### config.mk
export PLATFORM = sky130hd
export DESIGN_NAME = alu_iter
export DESIGN_NICKNAME = d
export VERILOG_FILES = /design/src/rtl/alu_iter.sv
export SDC_FILE = /design/constraint.sdc
export NUM_CORES = 1
export LEC_CHECK = 0
export CELL_PAD_IN_SITES_DETAIL_PLACEMENT = 1
export CELL_PAD_IN_SITES_GLOBAL_PLACEMENT = 1
export CORE_UTILIZATION = 40
export DETAILED_ROUTE_END_ITERATION = 16
export DONT_BUFFER_PORTS = 1
export PLACE_DENSITY = 0.72
export SYNTH_ARGS = -nofsm -noshare
export SYNTH_HDL_FRONTEND = slang
export SYNTH_SLANG_ARGS = --single-unit
export TNS_END_PERCENT = 30
### constraint.sdc
create_clock -name clk -period 14.9 [get_ports clk]
set_input_delay 2.98 -clock clk [delete_from_list [all_inputs] [get_ports clk]]
set_output_delay 2.98 -clock clk [all_outputs]
set_load 0.05 [all_outputs]
### src/rtl/alu_iter.sv
// alu_iter: registered RV32 ALU; single-cycle integer ops plus iterative MUL/MULHU/DIVU/REMU.
module alu_iter #(
  parameter int WIDTH = 32,
  parameter int CNT_W = $clog2(WIDTH) + 1
) (
  input  logic             clk,
  input  logic             rst,
  input  logic             start,
  input  logic [WIDTH-1:0] a,
  input  logic [WIDTH-1:0] b,
  input  logic [3:0]       ALUControl,
  output logic [WIDTH-1:0] result,
  output logic             zero,
  output logic             busy,
  output logic             done
);
  localparam int SW = $clog2(WIDTH);
  typedef enum logic [1:0] {IDLE, MUL, DIV, FIN} state_t;
  state_t state_q, state_d;
  logic [CNT_W-1:0] cnt_q, cnt_d;
  logic [3:0] op_q, op_d;
  logic [WIDTH-1:0] a_q, a_d, b_q, b_d, quo_q, quo_d, rem_q, rem_d, result_q, result_d;
  logic [2*WIDTH-1:0] prod_q, prod_d;
  logic zero_q, zero_d, busy_q, busy_d, done_q, done_d;
  logic [WIDTH-1:0] alu, rsub;
  logic [WIDTH:0] acc, rsh;
  logic [SW-1:0] sh;
  logic iter, geq, last;
  always_comb begin
    sh = b[SW-1:0];
    alu = '0;
    case (ALUControl)
      4'b0000: alu = a & b;
      4'b0001: alu = a | b;
      4'b0010: alu = a + b;
      4'b0011: alu = a << sh;
      4'b0100: alu = a ^ b;
      4'b0101: alu = a >> sh;
      4'b0110: alu = a - b;
      4'b0111: alu = $signed(a) >>> sh;
      4'b1000: alu = WIDTH'($signed(a) < $signed(b));
      4'b1001: alu = WIDTH'(a < b);
      default: alu = '0;
    endcase
  end
  // 1010..1101 are the iterative opcodes
  assign iter = ALUControl[3] & (ALUControl[2] ^ ALUControl[1]);
  assign acc  = {1'b0, prod_q[2*WIDTH-1:WIDTH]} + {1'b0, a_q};
  assign rsh  = {rem_q, quo_q[WIDTH-1]};
  assign geq  = rsh >= {1'b0, b_q};
  assign rsub = rsh[WIDTH-1:0] - b_q;
  assign last = cnt_q == CNT_W'(WIDTH - 1);
  always_comb begin
    state_d  = state_q;
    cnt_d    = cnt_q;
    op_d     = op_q;
    a_d      = a_q;
    b_d      = b_q;
    quo_d    = quo_q;
    rem_d    = rem_q;
    prod_d   = prod_q;
    result_d = result_q;
    done_d   = 1'b0;
    case (state_q)
      IDLE: if (start && iter) begin
        a_d     = a;
        b_d     = b;
        op_d    = ALUControl;
        cnt_d   = '0;
        prod_d  = {{WIDTH{1'b0}}, b};
        quo_d   = a;
        rem_d   = '0;
        state_d = ALUControl[2] ? DIV : MUL;
      end else if (start) begin
        result_d = alu;
        done_d   = 1'b1;
      end
      MUL: begin
        prod_d  = prod_q[0] ? {acc, prod_q[WIDTH-1:1]} : {1'b0, prod_q[2*WIDTH-1:1]};
        cnt_d   = cnt_q + CNT_W'(1);
        state_d = last ? FIN : MUL;
      end
      DIV: begin
        rem_d   = geq ? rsub : rsh[WIDTH-1:0];
        quo_d   = {quo_q[WIDTH-2:0], geq};
        cnt_d   = cnt_q + CNT_W'(1);
        state_d = last ? FIN : DIV;
      end
      default: begin
        result_d = op_q[2] ? (op_q[0] ? (b_q == '0 ? a_q : rem_q) : (b_q == '0 ? '1 : quo_q))
                           : (op_q[0] ? prod_q[2*WIDTH-1:WIDTH] : prod_q[WIDTH-1:0]);
        done_d   = 1'b1;
        state_d  = IDLE;
      end
    endcase
    zero_d = result_d == '0;
    busy_d = state_d == MUL || state_d == DIV;
  end
  always_ff @(posedge clk or posedge rst)
    if (rst) begin
      state_q  <= IDLE;
      cnt_q    <= '0;
      op_q     <= '0;
      a_q      <= '0;
      b_q      <= '0;
      quo_q    <= '0;
      rem_q    <= '0;
      prod_q   <= '0;
      result_q <= '0;
      zero_q   <= 1'b1;
      busy_q   <= 1'b0;
      done_q   <= 1'b0;
    end else begin
      state_q  <= state_d;
      cnt_q    <= cnt_d;
      op_q     <= op_d;
      a_q      <= a_d;
      b_q      <= b_d;
      quo_q    <= quo_d;
      rem_q    <= rem_d;
      prod_q   <= prod_d;
      result_q <= result_d;
      zero_q   <= zero_d;
      busy_q   <= busy_d;
      done_q   <= done_d;
    end
  assign result = result_q;
  assign zero   = zero_q;
  assign busy   = busy_q;
  assign done   = done_q;
endmodule

==> impl_metrics.toml <==
[synthesis]
ys_warn_count = 0
ys_types = 95
yosysSeqAreaShare_pct = 24.68
async_flop_share_pct = 100.0
ys_ff_latch = 237
synth_nets = 3268
synth_edf_count = 0
synthCells = 3027
synth_area_sq_mm = 0.02403
syn_avg_cell_area_sq_um = 7.940
synth_flop_cell = "dfrtp_1"

[finish]
fin_nets = 3134
syn_to_final_growth_pct = 6.976
drive_gt1_share_pct = 7.165
antenna_cells = 0
nFillCells = 7205

[timing]
hold_viol = 0
final.setup.tns_ns = 0
period_share_pct = 47.67
relSlewSlack_pct = 20.40
max_slew.worst_pin.slew_ns = 1.190
report.final.slew_viol_count = 0
fmax_ghz = 0.1408
whs_ns = 0.5134
report.final.setup_viol = 0
period_minus_slack_ns = 7.103
fin_ws_ns = 7.797
grt_setup_unrepaired = "false"
skew_ns = 0.02757

[power_and_ir_drop]
power_frac_clock_pct = 17.5
ir_drop_mv = 0.1067
power_switching_share_pct = 50.35
netSwitchingPower_mw = 2.481
combinationalPowerShare_pct = 54.0
intPower_mw = 2.446
p_per_area_mw_per_mm2 = 191.6
power_mw = 4.927
power_leakage_nw = 11.11
seqPwrFrac_pct = 28.5

[placed_design]
place_ws_ns = 7.357
port-buffer-count = 0
dp_hpwl_mm = 90.18
routabilityCongestion = 1.058

[floorplanning]
start_util_pct = 40.57
fp.dieW_um = 247.1
row_count = 89
die_h_um = 247.1
die_area_sq_mm = 0.06107
num_io_pins = 106
design.core.area_sq_mm = 0.05924

[worst_setup_path]
crit_family = "compound AO/OA/AOI/OAI gates"
path_buf_inv = 1
startpoint_type = "primary input"
critPathMaxFanout = 64
cpMostUsedCell = "o21ai_0"
cp_cell_sequence = "inv_2 > ha_1 > a211oi_1 > o21ai_0 > a31o_2 > a21oi_1 > o21ai_0 > a2111o_1 > a31oi_1 > o21ai_0 > xor2_1 > a211oi_1 > o2111ai_1 > nor4_2"
crit_path_top_delay_cell = "inv_2"
max_stage_delay_ns = 0.61
path_class = "in2reg"
arrival_ns = 7.58
endpoint_kind = "flip-flop"
required_ns = 15.38

[detailed_routing]
ant_nets = 0
drc = 2
first_pass_iters = 11
drt_first_iter_violations = 2423
via_per_inst = 6.697
routed_wire_length_per_instance_um = 31.79
vias = 24712
wl_mm = 117.3

[run_status]
violations = "DRC"
status = "finished, violations left"

[global_route]
overflow = 0
grt_max_degree = 117
antenna_found_initial = 5
grt_pass1_vias = 24878
gr-usage-all-layers_pct = 38.12
grt_first_pass_wirelength_mm = 171.4

[clocking]
worstSkewPairLatency_ns = 0.57
path_clk_slew_ns = 0.06
cts_tree = "built"
cts_resized = 0
cts_buffer_depth = 3
cts-root-buf = "clkbuf_16"
numCtsBuffers = 34
cts_setup_buffers = 0
cts_hold_buffers = 0
cts_max_level = 2
cts_sinks = 237

[job]
cap_violations = 0

[worst_hold_path]
hp-class = "reg2reg"
==> cells in the mapped netlist, types with 20 or more instances <==
| library cell | number | area share, % |
|---|---|---|
| nand4_1 | 20 | 0.52 |
| xnor2_1 | 63 | 2.3 |
| buf_1 | 24 | 0.37 |
| nand2_1 | 377 | 5.9 |
| clkbuf_1 | 151 | 2.4 |
| nor2_1 | 178 | 2.8 |
| a21oi_1 | 203 | 4.2 |
| mux2_2 | 36 | 1.7 |
| o21bai_1 | 24 | 0.75 |
| a31oi_1 | 42 | 1.1 |
| nor4_1 | 29 | 0.75 |
| nor2b_1 | 22 | 0.57 |
| mux2i_1 | 234 | 9.7 |
| mux4_2 | 26 | 2.4 |
| a211oi_1 | 42 | 1.3 |
| inv_1 | 159 | 2.5 |
| ha_1 | 166 | 8.6 |
| o221ai_1 | 21 | 0.77 |
| buf_2 | 30 | 0.62 |
| o211ai_1 | 25 | 0.78 |
| a21o_1 | 37 | 1.2 |
| nand3_1 | 49 | 1.0 |
| nor3_1 | 78 | 1.6 |
| o22ai_1 | 31 | 0.81 |
| dfrtp_1 | 236 | 25 |
| nand2b_1 | 32 | 0.83 |
| o21ai_0 | 325 | 6.8 |
| or3_1 | 21 | 0.55 |
| and3_1 | 21 | 0.55 |
==> final cells by class <==
| class | instances | area (sq um) | area share, % |
|---|---|---|---|
| clock buffer | 49 | 1018 | 3.961 |
| timing repair buffer | 40 | 300.3 | 1.168 |
| sequential | 237 | 5937 | 23.09 |
| clock inverter | 11 | 137.6 | 0.5353 |
| tap | 773 | 967.2 | 3.762 |
| multi-input combinational | 2417 | 16730 | 65.07 |
| inverter | 163 | 619.3 | 2.409 |
==> power by group through the flow <==
stage	clock network, mW	logic (mW)	registers (mW)
global route	0.896	2.87	1.43
CTS	0.873	2.61	1.39
global placement	0	2.48	1.38
finish	0.864	2.66	1.40
detailed placement	0	2.58	1.39
floorplan	0	1.91	1.19
==> registers in the layout (all words and copies together), names as in the netlist <==
name and count:
a_q 32, b_q 32, busy 1, cnt_q 6
done 1, op_q 2, prod_q 64, quo_q 32
rem_q 32, result 32, state_q 2, zero 1
==> through the flow <==
step | instance area [sq um] | cells | util, %
2_1_floorplan | 24030 | 3027 | -
3_3_place_gp | 24550 | 3630 | 41.45
3_5_place_dp | 24550 | 3630 | 41.45
4_1_cts | 25710 | 3690 | 43.40
5_1_grt | 25710 | 3690 | 43.40
6_report | 25710 | 3690 | 43.40
==> cell families (layout without fill, tap and decap cells) <==
logic type	count (synthesis)	in the layout	share of synthesized area (%)
XOR/XNOR	75	75	2.733
buffers and inverters	373	263	6.138
AND/OR/NAND/NOR	902	902	17.66
AO/OA/AOI/OAI	968	968	25.60
flip-flops	237	237	24.68
multiplexers	302	302	14.21
adder cells (fa/ha/maj)	170	170	8.975
==> cells in the final DEF, fill, tap and decap left out, drive strengths merged, types with 22 or more instances in the layout <==
| cell type | synthesis | layout |
|---|---|---|
| a211oi | 42 | 42 |
| a21o | 37 | 37 |
| a21oi | 203 | 203 |
| a31oi | 42 | 42 |
| buf | 59 | 40 |
| clkbuf | 151 | 49 |
| dfrtp | 236 | 236 |
| ha | 166 | 166 |
| inv | 163 | 164 |
| mux2 | 42 | 42 |
| mux2i | 234 | 234 |
| mux4 | 26 | 26 |
| nand2 | 377 | 377 |
| nand2b | 32 | 32 |
| nand3 | 49 | 49 |
| nor2 | 178 | 178 |
| nor2b | 22 | 22 |
| nor3 | 78 | 78 |
| nor4 | 31 | 31 |
| o211ai | 25 | 25 |
| o21ai | 330 | 330 |
| o21bai | 24 | 24 |
| o22ai | 33 | 33 |
| xnor2 | 63 | 63 |
==> worst min-delay path, stage by stage (launching register included) <==
cell	delay, ns
dfrtp_1	0.37
nand2_1	0.05
o21ai_0	0.06
==> metal layers <==
| metal | part of all wire, % | up-vias | wire (um) | global-route usage (%) |
|---|---|---|---|---|
| li1 | - | 10841 | - | - |
| met1 | 43 | 12557 | 50890 | 51.86 |
| met2 | 44 | 1094 | 51270 | 58.35 |
| met3 | 8.5 | 218 | 9997 | 7.879 |
| met4 | 4.4 | 2 | 5136 | 15.70 |
| met5 | 0.014 | - | 17 | 0 |
==> worst paths after layout <==
path	startpoint	endpoint	slack [ns]	cells after the start
worst min register to register	quo_q[9]$_DFFE_PP0P_	quo_q[9]$_DFFE_PP0P_	0.51	2
worst min-delay path	quo_q[9]$_DFFE_PP0P_	quo_q[9]$_DFFE_PP0P_	0.51	2
worst max register to register	b_q[22]$_DFFE_PP0P_	zero$_DFF_PP1_	9.27	13
min in group asynchronous	rst	cnt_q[2]$_DFFE_PP0P_	2.44	1
max in group asynchronous	rst	quo_q[27]$_DFFE_PP0P_	10.95	2
worst max-delay path	b[1]	zero$_DFF_PP1_	7.80	14
No activity file was read; power rests on OpenSTA's default activity.
